==> src/rtl/mdu_pkg.sv <==
// Shared definitions for the multiply-divide scheduler: opcode encoding,
// controller state encoding and opcode classification helpers.
package mdu_pkg;

    localparam logic [3:0] MDU_NONE = 4'd0;
    localparam logic [3:0] MULT     = 4'd1;
    localparam logic [3:0] MULTU    = 4'd2;
    localparam logic [3:0] DIV      = 4'd3;
    localparam logic [3:0] DIVU     = 4'd4;
    localparam logic [3:0] MTHI     = 4'd5;
    localparam logic [3:0] MTLO     = 4'd6;
    localparam logic [3:0] MFHI     = 4'd7;
    localparam logic [3:0] MFLO     = 4'd8;

    typedef enum logic [1:0] {
        IDLE      = 2'd0,
        RUN       = 2'd1,
        WAIT_CORE = 2'd2
    } mdu_state_e;

    // Operations that occupy the iterative arithmetic core.
    function automatic logic is_muldiv(input logic [3:0] op);
        case (op)
            MULT, MULTU, DIV, DIVU: is_muldiv = 1'b1;
            default:                is_muldiv = 1'b0;
        endcase
    endfunction

    // Divide-class operations (divide-by-zero leaves HI/LO untouched).
    function automatic logic is_div(input logic [3:0] op);
        case (op)
            DIV, DIVU: is_div = 1'b1;
            default:   is_div = 1'b0;
        endcase
    endfunction

    // Architectural busy latency of an operation, zero for non-core ops.
    function automatic logic [31:0] op_latency(input logic [3:0]  op,
                                               input logic [31:0] mult_cycles,
                                               input logic [31:0] div_cycles);
        case (op)
            MULT, MULTU: op_latency = mult_cycles;
            DIV, DIVU:   op_latency = div_cycles;
            default:     op_latency = 32'd0;
        endcase
    endfunction

endpackage

==> src/rtl/mdu_lat_cnt.sv <==
// Loadable down-counter that saturates at zero and flags the zero state.
module mdu_lat_cnt #(
    parameter int W = 4
) (
    input  logic         clk,
    input  logic         reset,
    input  logic         load,
    input  logic         dec,
    input  logic [W-1:0] load_val,
    output logic         zero
);

    logic [W-1:0] count_r;

    // Counter register: load has priority over decrement; holds at zero.
    always_ff @(posedge clk) begin
        if (reset) begin
            count_r <= {W{1'b0}};
        end else if (load) begin
            count_r <= load_val;
        end else if (dec && (count_r != {W{1'b0}})) begin
            count_r <= count_r - W'(1'b1);
        end else begin
            count_r <= count_r;
        end
    end

    assign zero = (count_r == {W{1'b0}});

endmodule

==> src/rtl/mdu_sched.sv <==
// Multiply-divide scheduler: issues operations to an external iterative
// core, enforces the architectural latency, owns HI/LO and raises the
// D-stage MDU stall request.
module mdu_sched
    import mdu_pkg::*;
#(
    parameter int MULT_CYCLES = 5,
    parameter int DIV_CYCLES  = 10,
    parameter int CNT_W       = 4
) (
    input  logic        clk,
    input  logic        reset,
    input  logic [3:0]  e_op,
    input  logic [31:0] e_src_a,
    input  logic [31:0] e_src_b,
    input  logic        d_md,
    input  logic        d_mf,
    input  logic        d_mt,
    output logic        core_req,
    output logic [3:0]  core_op,
    output logic [31:0] core_a,
    output logic [31:0] core_b,
    input  logic        core_done,
    input  logic [31:0] core_hi,
    input  logic [31:0] core_lo,
    output logic        busy,
    output logic [31:0] hi,
    output logic [31:0] lo,
    output logic        stall
);

    mdu_state_e  state_r, state_s;
    logic        busy_r, busy_s;
    logic        core_req_r, core_req_s;
    logic [3:0]  core_op_r, core_op_s;
    logic [31:0] core_a_r, core_a_s;
    logic [31:0] core_b_r, core_b_s;
    logic [31:0] hi_r, hi_s;
    logic [31:0] lo_r, lo_s;
    logic        done_seen_r, done_seen_s;
    logic [31:0] res_hi_r, res_hi_s;
    logic [31:0] res_lo_r, res_lo_s;

    logic             cnt_load_s;
    logic             cnt_dec_s;
    logic [CNT_W-1:0] cnt_val_s;
    logic             cnt_zero_s;
    logic [31:0]      lat_s;
    logic [31:0]      commit_hi_s;
    logic [31:0]      commit_lo_s;
    logic             div0_s;

    mdu_lat_cnt #(.W(CNT_W)) u_cnt (
        .clk      (clk),
        .reset    (reset),
        .load     (cnt_load_s),
        .dec      (cnt_dec_s),
        .load_val (cnt_val_s),
        .zero     (cnt_zero_s)
    );

    assign lat_s       = op_latency(e_op, 32'(MULT_CYCLES), 32'(DIV_CYCLES));
    // A result arriving in the commit cycle itself bypasses the capture regs.
    assign commit_hi_s = core_done ? core_hi : res_hi_r;
    assign commit_lo_s = core_done ? core_lo : res_lo_r;
    assign div0_s      = is_div(core_op_r) && (core_b_r == 32'd0);

    // Next-state and datapath update for the issue/run/wait controller.
    always_comb begin
        state_s     = state_r;
        busy_s      = busy_r;
        core_req_s  = 1'b0;
        core_op_s   = core_op_r;
        core_a_s    = core_a_r;
        core_b_s    = core_b_r;
        hi_s        = hi_r;
        lo_s        = lo_r;
        done_seen_s = done_seen_r;
        res_hi_s    = res_hi_r;
        res_lo_s    = res_lo_r;
        cnt_load_s  = 1'b0;
        cnt_dec_s   = 1'b0;
        cnt_val_s   = {CNT_W{1'b0}};
        case (state_r)
            IDLE: begin
                if (is_muldiv(e_op)) begin
                    core_op_s   = e_op;
                    core_a_s    = e_src_a;
                    core_b_s    = e_src_b;
                    core_req_s  = 1'b1;
                    cnt_load_s  = 1'b1;
                    cnt_val_s   = CNT_W'(lat_s - 32'd1);
                    done_seen_s = 1'b0;
                    busy_s      = 1'b1;
                    state_s     = RUN;
                end else if (e_op == MTHI) begin
                    hi_s = e_src_a;
                end else if (e_op == MTLO) begin
                    lo_s = e_src_a;
                end else begin
                    state_s = IDLE;
                end
            end
            RUN: begin
                cnt_dec_s = 1'b1;
                if (core_done) begin
                    done_seen_s = 1'b1;
                    res_hi_s    = core_hi;
                    res_lo_s    = core_lo;
                end else begin
                    done_seen_s = done_seen_r;
                end
                if (cnt_zero_s) begin
                    if (done_seen_r || core_done) begin
                        if (!div0_s) begin
                            hi_s = commit_hi_s;
                            lo_s = commit_lo_s;
                        end else begin
                            hi_s = hi_r;
                            lo_s = lo_r;
                        end
                        busy_s  = 1'b0;
                        state_s = IDLE;
                    end else begin
                        state_s = WAIT_CORE;
                    end
                end else begin
                    state_s = RUN;
                end
            end
            WAIT_CORE: begin
                if (core_done) begin
                    res_hi_s    = core_hi;
                    res_lo_s    = core_lo;
                    done_seen_s = 1'b1;
                    if (!div0_s) begin
                        hi_s = commit_hi_s;
                        lo_s = commit_lo_s;
                    end else begin
                        hi_s = hi_r;
                        lo_s = lo_r;
                    end
                    busy_s  = 1'b0;
                    state_s = IDLE;
                end else begin
                    state_s = WAIT_CORE;
                end
            end
            default: begin
                busy_s  = 1'b0;
                state_s = IDLE;
            end
        endcase
    end

    // Controller, core interface and architectural HI/LO registers.
    always_ff @(posedge clk) begin
        if (reset) begin
            state_r     <= IDLE;
            busy_r      <= 1'b0;
            core_req_r  <= 1'b0;
            core_op_r   <= MDU_NONE;
            core_a_r    <= 32'd0;
            core_b_r    <= 32'd0;
            hi_r        <= 32'd0;
            lo_r        <= 32'd0;
            done_seen_r <= 1'b0;
            res_hi_r    <= 32'd0;
            res_lo_r    <= 32'd0;
        end else begin
            state_r     <= state_s;
            busy_r      <= busy_s;
            core_req_r  <= core_req_s;
            core_op_r   <= core_op_s;
            core_a_r    <= core_a_s;
            core_b_r    <= core_b_s;
            hi_r        <= hi_s;
            lo_r        <= lo_s;
            done_seen_r <= done_seen_s;
            res_hi_r    <= res_hi_s;
            res_lo_r    <= res_lo_s;
        end
    end

    assign busy     = busy_r;
    assign core_req = core_req_r;
    assign core_op  = core_op_r;
    assign core_a   = core_a_r;
    assign core_b   = core_b_r;
    assign hi       = hi_r;
    assign lo       = lo_r;
    // Stall must react in the issue cycle, so it is decoded from live E/D state.
    assign stall    = (is_muldiv(e_op) & ~busy_r) | (busy_r & (d_md | d_mf | d_mt));

endmodule

==> config.mk <==
export PLATFORM = sky130hd
export DESIGN_NAME = mdu_sched
export DESIGN_NICKNAME = d
export VERILOG_FILES = /design/src/rtl/mdu_pkg.sv /design/src/rtl/mdu_lat_cnt.sv /design/src/rtl/mdu_sched.sv
export SDC_FILE = /design/constraint.sdc
export NUM_CORES = 1
export LEC_CHECK = 0
export CAP_MARGIN = 15
export CORE_UTILIZATION = 51
export CTS_CLUSTER_DIAMETER = 30
export DETAILED_ROUTE_END_ITERATION = 8
export PLACE_DENSITY = 0.84
export SLEW_MARGIN = 20
export SYNTH_ARGS = -nofsm -noshare
export SYNTH_HDL_FRONTEND = slang
export SYNTH_SLANG_ARGS = --single-unit
==> constraint.sdc <==
create_clock -name clk -period 6.52 [get_ports clk]
set_input_delay 1.304 -clock clk [delete_from_list [all_inputs] [get_ports clk]]
set_output_delay 1.304 -clock clk [all_outputs]
set_load 0.005 [all_outputs]
# ---- Word-level counts from Yosys, hierarchy flattened
# Index checks and enable logic that the tools add are counted.
# Widths: inputs -> output; s select.
dict set report totals {
  ff_bits 205
  output_inout_bits 135
  word_cells 105
}
dict set report classes {
  addsub 2
  eq_ne 21
  mux 43
  bitwise 6
  n_reduce_logical 21
}
# op count
set op_table {}
lappend op_table {{$mux 32} 15}
lappend op_table {{$pmux 32 s3} 2}
lappend op_table {{$logic_not 32->1} 1}
lappend op_table {{$eq 4x3->1 const B} 4}
lappend op_table {{$mux 4} 4}
lappend op_table {{$ne 2x2->1 const B} 8}
lappend op_table {{$eq 4x2->1 const B} 3}
lappend op_table {{$mux 1} 12}
lappend op_table {{$mux 2} 6}
lappend op_table {{$pmux 4 s2} 1}
lappend op_table {{$reduce_or 2->1} 4}
lappend op_table {{$sub 4x1->4 const B} 2}
lappend op_table {{$reduce_and 7->1} 1}
lappend op_table {{$ne 3x3->1 const B} 2}
lappend op_table {{$pmux 2 s3} 1}
lappend op_table {{$reduce_and 6->1} 1}
lappend op_table {{$eq 4x1->1 const B} 1}
lappend op_table {{$logic_not 4->1} 1}
lappend op_table {{$reduce_and 2->1} 2}
lappend op_table {{$reduce_and 4->1} 1}
lappend op_table {{$reduce_bool 2->1} 2}
lappend op_table {{$reduce_bool 4->1} 1}
lappend op_table {{$reduce_or 4->1} 1}
lappend op_table {{$or 1x1->1} 3}
lappend op_table {{other kinds (12)} 14}

# ---- Logic depth before layout (Yosys ltp)
# Gate-level depths: netlist of the first run.
dict set report depth {
  ltp_word 8
  ltp_mapped 9
}

# ---- Modules after synthesis
# From an unflattened synthesis of the first run, not the netlist that was laid out.
dict set report unflattened {
  hier_cells 1064
  hier_area_um2 9039.9
}
# mod instances cells_each area_each_um2 seq_area_each_um2
set by_module_without_submodules {}
lappend by_module_without_submodules {mdu_sched 1 1035 8777.2 4023.9}
lappend by_module_without_submodules {mdu_lat_cnt 1 29 262.8 80.1}

# ---- Worst setup path after synthesis of the first run
# Ideal clock, no wire load.
dict set report synth_timing {
  path_type {in2out}
  from {in e_op[0]}
  to {out stall}
  arrival_time_ns 1.944
  t_required_ns 5.216
  slack_ns 3.272
  stages 5
  cell_sequence {or3_1 nand2_1 nor2_1 nor2_1 a21oi_1}
}
dict set report synth_between {
  elab_chain_len 5
}
# element line_no
set synth_lines {}
lappend synth_lines {{start, declared} mdu_sched.sv:13} ;# input logic [3:0] e_op,
lappend synth_lines {{$eq 4x1->1 (tied with other cells)} mdu_pkg.sv:23} ;# case (op)
lappend synth_lines {{$reduce_or 4->1 (*)} mdu_pkg.sv:23}
lappend synth_lines {{$mux 1 (*)} mdu_pkg.sv:23}
lappend synth_lines {{$and 1x1->1 (*)} mdu_sched.sv:193} ;# assign stall = (is_muldiv(e_op) & ~busy_r) | (busy_r & (d_md | d_mf | d_mt));
lappend synth_lines {{$or 1x1->1 (*)} mdu_sched.sv:193}
lappend synth_lines {{end, declared} mdu_sched.sv:29} ;# output logic stall
# Mark *: on every way between the ends. The rest lies on a longest branch, timed or not.

# ---- Worst setup path in the final report of the first run
dict set report layout_timing {
  from {in e_op[1]}
  to {out stall}
}
# Same word-level chain as after synthesis.

==> out/results.ini, run 1 <==
[synthesis]
synth_nets = 1201
yosysSeqAreaShare_pct = 45.5
synth_ff_type = dfxtp_1
synthCells = 1058
synth.area.top_cells = dfxtp_1 (46%), a21oi_1 (11%), nand2_1 (11%), mux2_2 (7.5%), mux2i_1 (7.1%)
synth.top_cell.area_share_pct = 45.5
ys_seq_elements = 205
synth-edff-count = 0
avgSynthCellArea_um2 = 8.52
synth_cell_types = 40
synthArstFlopShare_pct = 0
yosysMostFrequentCell = nand2_1
yosysTopAreaCell = dfxtp_1
ys_top_cells_by_count = nand2_1 (270), a21oi_1 (206), dfxtp_1 (205)
synth_area_um2 = 9010
yosys_warnings = 0

[critical_path]
r2r_start = state_r[0]
path_delay_family = buffers and inverters
regToRegSetupSlack_ns = 3.33
critPathCaptureType = primary output
crit_chain = clkdlybuf4s50_1, o21ai_0, nand2_1, nor2_1, nor2_1, a21oi_1, clkdlybuf4s50_1
crit_fanout = 7
cp_slowest_cell = clkdlybuf4s50_1
cpPeakStageDelay_ns = 0.52
reg2reg_depth = 7
required_ns = 5.22
worstSetupStartpointType = input port
cp_num_buf_inv = 2
rr_endpoint = res_lo_r[14]
crit_type = in2out
worstPathArrival_ns = 3.17

[cts]
clockRootBuffer = clkbuf_16
cts_setup_buffers = 0
clkSinkCount = 205
cts_buffers = 43
clockBufferDepth = 3
cts_tree = yes
holdBufCountCts = 0
path_clk_slew_ns = 0.04
ctsHtreeMaxLevel = 2
clk_latency_ns = 0.51
cts_resized = 0

[power]
power_density_nw_per_um2 = 313
ir_drop_uv = 321
pwr-share-seq_pct = 32.6
p_sw_share_pct = 23.1
p_int_mw = 3.20
power_frac_clock_pct = 55.2
comb_power_share_pct = 12.2
power_mw = 4.16
p_switching_uw = 963
p_leak_nw = 5.14

[worst_hold_path]
hold_depth = 2
holdCritStartpoint = res_hi_r[7]
min_to = res_hi_r[7]
hp-class = reg2reg

[placed_design]
dp.cells = 1485
portBuffers = 272
hpwl_um = 16300
gp_congestion = 0.880

[drt]
drt-wirelength-per-cell_um = 17.4
wl_um = 27200
vias_per_cell = 5.48
first_pass_iters = 5
first_iter_violations = 431
vias = 8563
drc_errors = 0
drtAntennaViolNets = 0

[job]
drv_cap = 0

[cells_and_area]
antenna_cells = 0
stdcell_count = 1562
final_nets = 1448
drive_above_1_share_pct = 11.5
syn2layout_area_growth_pct = 47.8

[sta]
setup_tns_ns = 0
slew_headroom_pct = 26.7
post-route-period-util_pct = 68.6
worst_slew_pin_slew_ns = 1.10
setup_viol = 0
post-route-min-period_ns = 4.47
rsz0062_at_grt = no
maxSlewViolCount = 0
worst_clock_skew_ns = 0.0173
final_hold_viol_count = 0
max_freq_mhz = 224

[die]
initial_core_util_pct = 52.1
ios = 273
die_area_um2 = 18200
die_y_um = 135
die_w_um = 135
fp-row-count = 48
core_um2 = 17300

[global_routing]
antenna_found_initial = 0
grt.overflow.total = 0
track_usage_pct = 29.2
grt_max_degree = 121
grt_pass1_wl_um = 42300
grt_pass1_vias = 8272

[status]
status = complete, no violations

[cell type report]
| cell class | count | area (um^2) |
|---|---|---|
| inverter | 4 | 15.0 |
| clock inverter | 20 | 318 |
| clock buffer | 57 | 1220 |
| timing repair buffer | 281 | 2800 |
| tap | 225 | 282 |
| multi-input combinational | 770 | 4580 |
| fill | 1194 | 3980 |
| sequential | 205 | 4100 |
[registers in the layout, summed over array words and instances, names as in the netlist, 2 cells and up]
signal / cells
core_b: 32
state_r: 2
core_op: 4
hi: 32
u_cnt.count_r: 4
lo: 32
res_hi_r: 32
core_a: 32
res_lo_r: 32
[power by group through the flow]
stage / combinational (mW) / sequential, mW / clock (mW)
after global placement: 0.491 / 1.38 / 0
after detailed placement: 0.500 / 1.38 / 0
after global routing: 0.551 / 1.36 / 2.39
after CTS: 0.508 / 1.36 / 2.32
final: 0.510 / 1.36 / 2.30
after floorplan: 0.252 / 1.38 / 0
[worst max path at each step]
stage | from | cells past startpoint | end
floorplan | e_op[0] | 5 | stall
global placement | e_op[0] | 7 | stall
detailed placement | e_op[0] | 7 | stall
CTS | e_op[0] | 7 | stall
global route | e_op[1] | 7 | stall
finish | e_op[1] | 7 | stall
[worst reg2reg max path, stage by stage (launching register included)]
cell     delay [ns]
dfxtp_1        0.39
inv_1          0.11
ha_4           0.28
buf_4          0.79
and2_2         0.68
buf_4          0.55
nand2_1        0.15
a21oi_1        0.16
[logic make-up (layout without fill, tap and decap cells)]
family          after synthesis  in the layout  share of synthesized area (%)
flops                       205            205                           45.5
buf+inv                      83            362                           4.05
compound gates              255            255                           15.5
fa+ha+maj                     5              5                          0.694
simple gates                382            382                           19.0
mux                         127            127                           15.1
xor+xnor                      1              1                         0.0972
[layout by cell type (no fill, tap or decap), types with 4 or more instances in the layout]
cell	count
a21oi_1	206
buf_4	9
bufinv_16	8
clkbuf_1	7
clkbuf_16	45
clkbuf_8	5
clkdlybuf4s50_1	270
clkinv_2	7
dfxtp_1	205
ha_1	4
inv_1	4
mux2_2	60
mux2i_1	64
nand2_1	269
nand2b_1	7
nor2_1	12
nor2b_1	63
nor3_1	6
nor4_1	7
o21a_1	4
o21ai_0	4
o21bai_1	32
[routing by layer]
| metal | wire length (um) | up-vias | global-route usage [%] |
|---|---|---|---|
| li1 | - | 4094 | - |
| met1 | 11000 | 4059 | 35.0 |
| met2 | 13200 | 346 | 48.8 |
| met3 | 2100 | 64 | 8.00 |
| met4 | 929 | 0 | 13.0 |
| met5 | 0 | - | 0 |
[through the flow]
stage / hold WS [ns] / setup slack, ns / instance area, um^2 / util [%]
2_1_floorplan: 0.436 / 3.27 / 9010 / -
3_3_place_gp: 0.441 / 2.18 / 11800 / 68.1
3_5_place_dp: 0.446 / 2.09 / 11800 / 68.1
4_1_cts: 0.451 / 2.08 / 13300 / 77.0
5_1_grt: 0.461 / 1.92 / 13300 / 77.0
6_report: 0.449 / 2.05 / 13300 / 77.0
No activity file was read; power rests on OpenSTA's default activity.
==> run 2: changes to the inputs <==
- CORE_UTILIZATION: 51 -> 47
- PLACE_DENSITY: 0.84 -> 0.78
- clock period: 6.52 -> 4.5 ns (I/O delays scaled with it)
==> out/results.ini, run 2 (synthesized netlist as in run 1, its figures left out) <==
[cts]
cts_setup_buffers = 0  ; unchanged
cts_buffers = 43  ; unchanged
clkSinkCount = 205  ; unchanged
clockRootBuffer = clkbuf_16
ctsHtreeMaxLevel = 2  ; unchanged
clockBufferDepth = 3  ; unchanged
clk_latency_ns = 0.52  ; about the same
holdBufCountCts = 0  ; unchanged
path_clk_slew_ns = 0.04  ; about the same
cts_resized = 0  ; unchanged
cts_tree = yes

[worst_hold_path]
hold_depth = 2  ; unchanged
hp-class = reg2reg

[cells_and_area]
antenna_cells = 0  ; unchanged
final_common_cell = clkdlybuf4s50_1
drive_above_1_share_pct = 12.3  ; +0.82 points
final_cell_mix = clkdlybuf4s50_1 (270), nand2_1 (269), a21oi_1 (206)
design_area_um2 = 13400  ; +0.26%
final_nets = 1454  ; +0.41%
syn2layout_area_growth_pct = 48.2

[drt]
drt-wirelength-per-cell_um = 16.9  ; -3.1%
vias = 8338  ; -2.6%
vias_per_cell = 5.28  ; -3.7%
wl_um = 26700  ; -2.0%
drtAntennaViolNets = 0  ; unchanged
first_iter_violations = 374  ; -13%
drc_errors = 0  ; unchanged
first_pass_iters = 5  ; unchanged

[die]
die_w_um = 140  ; +4.1%
ios = 273  ; unchanged
die_y_um = 140  ; +4.1%
initial_core_util_pct = 48.0  ; -4.1 points
fp-row-count = 50  ; +4.2%
die_area_um2 = 19700  ; +8.4%
core_um2 = 18800  ; +8.5%

[critical_path]
crit_type = in2out
critPathCaptureType = primary output
reg2reg_depth = 8  ; +1
worstSetupStartpointType = input port
crit_fanout = 7  ; unchanged
worstPathArrival_ns = 2.76  ; -0.41 ns
required_ns = 3.60  ; -1.62 ns

[placed_design]
dpl-instance-area_um2 = 11900  ; +0.90%
portBuffers = 272  ; unchanged
gp_congestion = 0.792  ; -10%
hpwl_um = 17100  ; +4.7%

[sta]
post-route-min-period_ns = 3.66
setup_tns_ns = 0  ; unchanged
worst_clock_skew_ns = 0.0110  ; -0.00629 ns
setup_viol = 0  ; unchanged
slew_headroom_pct = 48.4  ; +22 points
maxSlewViolCount = 0  ; unchanged
worst_slew_pin_slew_ns = 0.774  ; -0.326 ns
post-route-period-util_pct = 81.3
final_hold_viol_count = 0  ; unchanged
rsz0062_at_grt = no
max_freq_mhz = 273

[job]
drv_cap = 0  ; unchanged

[global_routing]
grt.overflow.total = 0  ; unchanged
antenna_found_initial = 0  ; unchanged
grt_pass1_vias = 8291  ; +0.23%
grt_pass1_wl_um = 42500  ; +0.50%
track_usage_pct = 26.9  ; -2.3 points
grt_max_degree = 99  ; -18%

[power]
power_density_nw_per_um2 = 437  ; +40%
ir_drop_uv = 295  ; -8.1%
p_leak_nw = 5.16  ; +0.31%

[status]
status = complete, no violations

[run 2: cell types whose count changed in the layout (fill, tap and decap cells not counted), sizes merged]
cell	before	now
clkinv	10	11
inv	5	7
bufinv	8	3
clkinvlp	1	3
buf	11	17
clkbuf	57	59
[run 2: area by class of cell]
cell class / instances / area [um^2]
Clock inverter: 20 / 201
Tap cell: 234 / 293
Fill cell: 1433 / 5410
Inverter: 4 / 15.0
Clock buffer: 59 / 1270
Multi-Input combinational cell: 770 / 4580
Sequential cell: 205 / 4100
Timing Repair Buffer: 287 / 2900
[run 2: metrics by stage]
step	cells	total power [mW]	hold slack (ns)	util (%)	setup WS, ns
6_report	1579	5.84	0.450	71.2	0.840
5_1_grt	1579	6.06	0.463	71.2	0.745
4_1_cts	1579	5.88	0.451	71.2	0.856
2_1_floorplan	1058	2.36	0.436	-	2.06
3_5_place_dp	1500	2.74	0.445	63.3	0.865
3_3_place_gp	1500	2.72	0.441	63.3	0.935
[run 2: per-layer routing]
metal	track usage, %	vias to the layer above	wire [um]
met2	45.7	255	12900
li1	-	4101	-
met4	11.3	0	673
met1	32.2	3940	11300
met3	6.87	42	1800
met5	0	-	0
[run 2: report_power, final]
part	leakage (nW)	switching [mW]	internal [mW]
logic	2.76	0.360	0.387
clock network	0.727	1.00	2.13
registers	1.67	0.0520	1.91
[run 2: worst paths after layout]
check / startpoint / to / slack [ns]
worst max-delay path: e_op[0] / stall / 0.84
worst min-delay path: core_a[16] / core_a[16] / 0.45
worst max register to register: state_r[0] / hi[2] / 1.51
worst min register to register: core_a[16] / core_a[16] / 0.45
[run 2: worst max-delay path: stages]
cell and delay, ns:
clkdlybuf4s50_1 0.53, o21ai_0 0.37, nand2_1 0.13, nor2_1 0.15
nor2_1 0.05, a21oi_1 0.11, clkdlybuf4s50_1 0.52
